<file path="src/rtl/vga_sync_gen_if.sv">
// Timing bundle between the VGA sync generator and downstream pixel logic.
//   en          : pixel enable (into the generator)
//   hsync/vsync : sync pulses, polarity set by the generator
//   video_on    : visible-area flag
//   px_x/px_y   : current pixel coordinates
//   line_start  : first pixel of a line
//   frame_start : first pixel of a frame
interface vga_sync_gen_if #(
    parameter int unsigned CW = 10
);
    logic          en;
    logic          hsync;
    logic          vsync;
    logic          video_on;
    logic [CW-1:0] px_x;
    logic [CW-1:0] px_y;
    logic          line_start;
    logic          frame_start;

    // Generator side
    modport master (
        input  en,
        output hsync, vsync, video_on, px_x, px_y, line_start, frame_start
    );

    // Consumer side
    modport slave (
        output en,
        input  hsync, vsync, video_on, px_x, px_y, line_start, frame_start
    );
endinterface

</file>
<file path="src/rtl/vga_sync_gen.sv">
// Pixel timing generator: free-running h/v counters decoded into sync,
// visible-area flag, coordinates and line/frame start pulses. Every output
// is registered from the same counter value, so all outputs describe the
// same pixel one cycle after the counter held it.
//   clk : pixel clock
//   rst : asynchronous active-high reset
//   bus : vga_sync_gen_if master (en in, timing outputs out)
module vga_sync_gen #(
    parameter int unsigned H_VISIBLE = 640,
    parameter int unsigned H_FRONT   = 16,
    parameter int unsigned H_SYNC    = 96,
    parameter int unsigned H_BACK    = 48,
    parameter int unsigned V_VISIBLE = 480,
    parameter int unsigned V_FRONT   = 10,
    parameter int unsigned V_SYNC    = 2,
    parameter int unsigned V_BACK    = 33,
    parameter bit          SYNC_POL  = 1'b0,
    parameter int unsigned CW        = 10
) (
    input  logic                  clk,
    input  logic                  rst,
    vga_sync_gen_if.master        bus
);

    localparam int unsigned H_TOTAL = H_VISIBLE + H_FRONT + H_SYNC + H_BACK;
    localparam int unsigned V_TOTAL = V_VISIBLE + V_FRONT + V_SYNC + V_BACK;

    localparam logic [CW-1:0] H_LAST   = CW'(H_TOTAL - 1);
    localparam logic [CW-1:0] V_LAST   = CW'(V_TOTAL - 1);
    localparam logic [CW-1:0] H_VIS    = CW'(H_VISIBLE);
    localparam logic [CW-1:0] V_VIS    = CW'(V_VISIBLE);
    localparam logic [CW-1:0] HS_START = CW'(H_VISIBLE + H_FRONT);
    localparam logic [CW-1:0] HS_END   = CW'(H_VISIBLE + H_FRONT + H_SYNC - 1);
    localparam logic [CW-1:0] VS_START = CW'(V_VISIBLE + V_FRONT);
    localparam logic [CW-1:0] VS_END   = CW'(V_VISIBLE + V_FRONT + V_SYNC - 1);

    logic [CW-1:0] h_cnt;
    logic [CW-1:0] v_cnt;
    logic [CW-1:0] h_nxt;
    logic [CW-1:0] v_nxt;
    logic          hs_act;
    logic          vs_act;
    logic          vis;

    // Counter advance: v steps only on the h wrap, frame wraps on both
    always_comb begin
        h_nxt = h_cnt + CW'(1);
        v_nxt = v_cnt;
        if (h_cnt == H_LAST) begin
            h_nxt = '0;
            v_nxt = (v_cnt == V_LAST) ? '0 : v_cnt + CW'(1);
        end
    end

    // Decode of the current counter position
    always_comb begin
        hs_act = (h_cnt >= HS_START) && (h_cnt <= HS_END);
        vs_act = (v_cnt >= VS_START) && (v_cnt <= VS_END);
        vis    = (h_cnt < H_VIS) && (v_cnt < V_VIS);
    end

    // Counters and output registers share one enable so nothing skews
    always_ff @(posedge clk or posedge rst) begin
        if (rst) begin
            h_cnt           <= '0;
            v_cnt           <= '0;
            bus.hsync       <= ~SYNC_POL;
            bus.vsync       <= ~SYNC_POL;
            bus.video_on    <= 1'b0;
            bus.px_x        <= '0;
            bus.px_y        <= '0;
            bus.line_start  <= 1'b0;
            bus.frame_start <= 1'b0;
        end else if (bus.en) begin
            h_cnt           <= h_nxt;
            v_cnt           <= v_nxt;
            bus.hsync       <= hs_act ? SYNC_POL : ~SYNC_POL;
            bus.vsync       <= vs_act ? SYNC_POL : ~SYNC_POL;
            bus.video_on    <= vis;
            bus.px_x        <= h_cnt;
            bus.px_y        <= v_cnt;
            bus.line_start  <= (h_cnt == '0);
            bus.frame_start <= (h_cnt == '0) && (v_cnt == '0);
        end
    end

endmodule

</file>
<file path="src/flat_wrapper.sv">
// flat-port wrapper written by rule: the top's interface ports become plain ports
module vga_sync_gen_flat 
#(
    parameter int unsigned H_VISIBLE = 640,
    parameter int unsigned H_FRONT   = 16,
    parameter int unsigned H_SYNC    = 96,
    parameter int unsigned H_BACK    = 48,
    parameter int unsigned V_VISIBLE = 480,
    parameter int unsigned V_FRONT   = 10,
    parameter int unsigned V_SYNC    = 2,
    parameter int unsigned V_BACK    = 33,
    parameter bit          SYNC_POL  = 1'b0,
    parameter int unsigned CW        = 10
)
  (clk, rst, bus_en, bus_hsync, bus_vsync, bus_video_on, bus_px_x, bus_px_y, bus_line_start, bus_frame_start);
  vga_sync_gen_if #(.CW(CW)) bus_i ();
  input  logic clk;
  input  logic rst;
  input wire logic [$bits(bus_i.en)-1:0] bus_en;
  output wire logic [$bits(bus_i.hsync)-1:0] bus_hsync;
  output wire logic [$bits(bus_i.vsync)-1:0] bus_vsync;
  output wire logic [$bits(bus_i.video_on)-1:0] bus_video_on;
  output wire logic [$bits(bus_i.px_x)-1:0] bus_px_x;
  output wire logic [$bits(bus_i.px_y)-1:0] bus_px_y;
  output wire logic [$bits(bus_i.line_start)-1:0] bus_line_start;
  output wire logic [$bits(bus_i.frame_start)-1:0] bus_frame_start;
  assign bus_i.en = bus_en;
  assign bus_hsync = bus_i.hsync;
  assign bus_vsync = bus_i.vsync;
  assign bus_video_on = bus_i.video_on;
  assign bus_px_x = bus_i.px_x;
  assign bus_px_y = bus_i.px_y;
  assign bus_line_start = bus_i.line_start;
  assign bus_frame_start = bus_i.frame_start;
  vga_sync_gen #(.H_VISIBLE(H_VISIBLE), .H_FRONT(H_FRONT), .H_SYNC(H_SYNC), .H_BACK(H_BACK), .V_VISIBLE(V_VISIBLE), .V_FRONT(V_FRONT), .V_SYNC(V_SYNC), .V_BACK(V_BACK), .SYNC_POL(SYNC_POL), .CW(CW)) u_core (.clk(clk), .rst(rst), .bus(bus_i));
endmodule
</file>
<file path="config.mk">
export PLATFORM = sky130hd
export DESIGN_NAME = vga_sync_gen_flat
export DESIGN_NICKNAME = d
export VERILOG_FILES = /design/src/rtl/vga_sync_gen_if.sv /design/src/rtl/vga_sync_gen.sv /design/src/flat_wrapper.sv
export SDC_FILE = /design/constraint.sdc
export NUM_CORES = 1
export LEC_CHECK = 0
export CAP_MARGIN = 40
export CORE_ASPECT_RATIO = 0.5
export CORE_MARGIN = 2
export CORE_UTILIZATION = 58
export DETAILED_ROUTE_END_ITERATION = 10
export GPL_ROUTABILITY_DRIVEN = 1
export PLACE_DENSITY_LB_ADDON = 0.3
export SYNTH_ARGS = -nofsm -noshare
export SYNTH_HDL_FRONTEND = slang
export SYNTH_SLANG_ARGS = --single-unit
</file>
<file path="constraint.sdc">
create_clock -name clk -period 4.6 [get_ports clk]
set_input_delay 0.46 -clock clk [delete_from_list [all_inputs] [get_ports clk]]
set_output_delay 0.46 -clock clk [all_outputs]
set_load 0.03 [all_outputs]
</file>
* Word level (Yosys, flattened, before mapping)
Index checks and enable logic that the tools add are counted.
** Storage, ports and cells
- Bits in registers :: 45
- Bits of input ports :: 3
- Output and inout port bits :: 25
** Cells by class
- Add/subtract/negate cells :: 2
- Order comparisons :: 6
- Equal/unequal tests :: 2
- Mux-type cells :: 4
- Reductions and logical operators :: 7
** Operators by type and width (number)
- $add 10x1->10 const B :: 2
- $eq 10x10->1 const B :: 2
- $logic_not 10->1 :: 2
- $mux 10 :: 2
- $ge 10x10->1 const B :: 1
- $ge 10x9->1 const B :: 1
- $le 10x10->1 const B :: 1
- $le 10x9->1 const B :: 1
- $lt 10x10->1 const B :: 1
- $lt 10x9->1 const B :: 1
- $logic_and 1x1->1 :: 4
- $mux 1 :: 2
- $reduce_and 2->1 :: 1

* Longest topological paths before layout
- Depth after elaboration :: 3
- Gate-level depth with buffers :: 6
- Mapped depth without buffers :: 6

* Least setup slack after synthesis
Ideal clock, no wire load.
- Path type :: register to register
- Start :: register u_core.h_cnt[0]
- End :: register u_core.v_cnt[9]
- Setup time :: 0.077 ns
- Arrival :: 1.511 ns
- Required time :: 4.523 ns
- Slack :: 3.011 ns
- Cell stages (with the launch flop) :: 6
- Buffers on the path :: 0
- Path through :: dfrtp_1 -> ha_1 -> and4_4 -> nand4_4 -> or4_1 -> a21oi_1
** Between the ends
- Word-level cells in the longest chain between the ends :: 2
** Ends and longest elaborated chain
- start: declaration :: RTL line vga_sync_gen.sv:37 : logic [CW-1:0] h_cnt;
- start signal: assignment :: RTL line vga_sync_gen.sv:75 : h_cnt <= h_nxt;
- $eq 10x10->1 :: RTL line vga_sync_gen.sv:49 : if (h_cnt == H_LAST) begin
- $reduce_and 2->1 (no source line)
- end signal: assignment :: RTL line vga_sync_gen.sv:76 : v_cnt <= v_nxt;
- end: declaration :: RTL line vga_sync_gen.sv:38 : logic [CW-1:0] v_cnt;
Every way passes these cells.
A chain may end at the register's enable or synchronous reset.

* Final worst setup path
- Start :: input port bus_en
- End :: register u_core.v_cnt[9]
** Between the ends
- Word-level cells in the longest chain between the ends :: 1
** Ends and longest elaborated chain
- start: declaration :: RTL line flat_wrapper.sv:19 : input wire logic [$bits(bus_i.en)-1:0] bus_en;
- $reduce_and 2->1 (no source line)
Every way passes these cells.

==> impl_metrics.py <==
metrics = {
    "critical_path": {
        "cp_data_arrival_time_ns": 2.38,
        "crit_chain": "clkdlybuf4s50_1, buf_4, and4_4, nand4_4, or4_1, a21oi_1",
        "path_delay_family": "simple AND/OR/NAND/NOR gates",
        "slowest_stage": "or4_1",
        "cp-end-kind": "flop",
        "required_ns": 4.83,
        "cp.buffers_inverters": 2,
        "crit_type": "in2reg",
        "critPathMaxStageDelay_ns": 0.47,
        "start_kind": "input port",
        "crit_fanout": 37,
    },
    "detailed_routing": {
        "viasPerCell": 5.60,
        "ant_nets": 0,
        "drt_iter0_drc": 68,
        "drc_errors": 0,
        "wirelength_mm": 3.87,
        "wl_per_cell_um": 14.7,
        "first_pass_iters": 4,
        "vias": 1473,
    },
    "finish": {
        "n_antenna_cell": 0,
        "stdcell_area_mm2": 0.00248,
        "nNetsFinal": 219,
        "drive_above_1_share_pct": 17.9,
        "area_growth_pct": 18.2,
    },
    "placement": {
        "place_ws_ns": 2.12,
        "gp_congestion": 0.899,
        "place_area_mm2": 0.00239,
        "hpwl_mm": 2.65,
        "portBuffers": 27,
    },
    "power": {
        "peakVddDrop_mv": 0.205,
        "internal-power_w": 0.000646,
        "swShare_pct": 32.5,
        "p_comb_share_pct": 21.9,
        "seq_power_share_pct": 52.3,
        "totalPowerFinal_w": 0.000957,
        "leakagePower_nw": 1.13,
        "p_sw_w": 0.000311,
        "cellPowerDensity_mw_per_mm2": 386,
        "clockPowerShare_pct": 25.9,
    },
    "flow_run": {
        "maxCapViolCount": 0,
    },
    "clock_tree": {
        "cts.path.max_buffers": 2,
        "h-tree-depth": 2,
        "hold_buffers": 0,
        "cts_tree": "built",
        "cts_root_buf": "clkbuf_8",
        "cts_resized": 0,
        "insertion_delay_ns": 0.30,
        "cts_made_buffers": 5,
        "post_cts_buffers": 0,
        "clk_pin_slew_ns": 0.09,
        "cts.sinks": 45,
    },
    "min_path": {
        "hold_class": "reg2reg",
    },
    "synth": {
        "synth.net_count": 191,
        "ys_seq_area_share_pct": 53.8,
        "synth_seq_cells": 45,
        "synthCells": 183,
        "syn_avg_cell_area_um2": 11.5,
        "syn_area_mm2": 0.00210,
        "synth.distinct_cells": 37,
        "yosysWarnings": 0,
    },
    "timing": {
        "finClkSkew_ns": 0.00459,
        "report.final.slew_viol_count": 0,
        "fin_crit_ns": 2.15,
        "slew_headroom_pct": 63.0,
        "max_freq_ghz": 0.465,
        "finalWorstSetupSlack_ns": 2.45,
        "setup_viol": 0,
        "rsz0062_at_grt": "no",
        "hold_violations": 0,
        "tns_ns": 0,
        "period_share_pct": 46.8,
        "worst_pin_slew_ns": 0.555,
    },
    "floorplan": {
        "core_mm2": 0.00345,
        "die_w_um": 89.1,
        "start_util_pct": 60.8,
        "io_pins": 28,
        "die_h_um": 46.5,
        "num_rows": 15,
        "die_area_mm2": 0.00414,
    },
    "global_routing": {
        "antenna_found_initial": 0,
        "grt_pass1_wl_mm": 6.69,
        "grt_overflow_total": 0,
        "grt_max_degree": 46,
        "grt_pass1_vias": 1399,
        "track_usage_pct": 22.2,
    },
    "status": {
        "status": "complete, no violations",
    },
}
registers in the layout, summed over array words and instances, names as in the netlist:
signal and count:
u_core.bus.px_y 10, u_core.bus.vsync 1, u_core.v_cnt 10, u_core.bus.px_x 10
u_core.h_cnt 10, u_core.bus.hsync 1, u_core.bus.line_start 1, u_core.bus.video_on 1
u_core.bus.frame_start 1
metal layers:
metal	up-vias	share of wire, %	global-route usage, %
li1	701	-	-
met1	721	46	31.0
met2	49	46	34.2
met3	2	7.3	7.53
met4	0	0.62	5.07
met5	-	0	0
layout make-up:
class | instances | area [um2]
Sequential cell | 45 | 1130
Fill cell | 273 | 972
Multi-Input combinational cell | 120 | 876
Timing Repair Buffer | 29 | 285
Clock buffer | 5 | 68.8
Tap cell | 51 | 63.8
Inverter | 10 | 37.5
Clock inverter | 3 | 21.3
worst register-to-register path: stages (launching register included):
cell     delay (ns)
dfrtp_1        0.40
ha_1           0.24
and4_4         0.29
nand4_4        0.13
or4_1          0.48
a21oi_1        0.15
cells in the final DEF (no fill, tap or decap), types with 8 or more instances in the layout:
cell             netlist  final
o21ai_0               11     11
xor2_1                 8      8
clkdlybuf4s50_1        0     27
mux2_2                19     19
nor2_1                 8      8
nand3_1               13     13
nand2_1               12     12
inv_1                 10     10
dfrtp_1               43     43
power groups by stage:
stage | Combinational (W) | Clock [W] | Sequential (W)
6_report | 0.000210 | 0.000247 | 0.000500
5_1_grt | 0.000229 | 0.000269 | 0.000507
4_1_cts | 0.000212 | 0.000254 | 0.000499
3_5_place_dp | 0.000210 | 0 | 0.000507
3_3_place_gp | 0.000204 | 0 | 0.000505
2_1_floorplan | 0.000134 | 0 | 0.000527
synth_stat cells (all sizes together):
library cell,number,share of area [%]
and4b,1,0.66
clkbuf,5,1.4
o31ai,2,0.72
nor4,2,0.60
inv,10,1.8
or3,2,0.60
and3,4,1.3
and4,2,1.0
nand4,7,2.8
nand2,12,2.1
dfrtp,43,51
nor2,9,2.4
nor3,6,1.4
xnor2,2,0.83
ha,5,3.0
nor4b,2,0.83
nand4b,1,0.42
a21oi,5,1.2
mux2i,2,0.95
nor2b,1,0.30
buf,3,1.3
dfstp,2,2.5
or4,1,0.36
o21ai,11,2.6
and2,1,0.36
o211ai,1,0.36
o22ai,1,0.30
mux2,19,10
nand3,13,3.1
xor2,8,3.3
stage by stage:
| step | cells | hold slack (ns) | util [%] |
|---|---|---|---|
| floorplan | 183 | 0.479 | - |
| global placement | 255 | 0.478 | 69.2 |
| detailed placement | 255 | 0.491 | 69.2 |
| CTS | 263 | 0.503 | 71.8 |
| global route | 263 | 0.526 | 71.8 |
| finish | 263 | 0.497 | 71.8 |
cell families after synthesis:
| group | after synthesis | share of synthesized area [%] |
|---|---|---|
| AO/OA/AOI/OAI | 20 | 5.19 |
| XOR/XNOR | 10 | 4.17 |
| adder cells (fa/ha/maj) | 5 | 2.98 |
| buffers and inverters | 18 | 4.47 |
| flip-flops | 45 | 53.8 |
| multiplexers | 21 | 11.2 |
| AND/OR/NAND/NOR | 64 | 18.2 |
final timing paths:
check	from	to	slack, ns	cells after the start
min in group asynchronous	rst	u_core.bus.px_y[2]$_DFFE_PP0P_	0.60	3
min reg2reg	u_core.bus.hsync$_DFFE_PP1P_	u_core.bus.hsync$_DFFE_PP1P_	0.50	2
min	u_core.bus.hsync$_DFFE_PP1P_	u_core.bus.hsync$_DFFE_PP1P_	0.50	2
max in group asynchronous	rst	u_core.bus.hsync$_DFFE_PP1P_	3.61	3
max reg2reg	u_core.h_cnt[1]$_DFFE_PP0P_	u_core.v_cnt[9]$_DFFE_PP0P_	2.85	5
max	bus_en	u_core.v_cnt[9]$_DFFE_PP0P_	2.45	6
No activity file was read; power rests on OpenSTA's default activity.
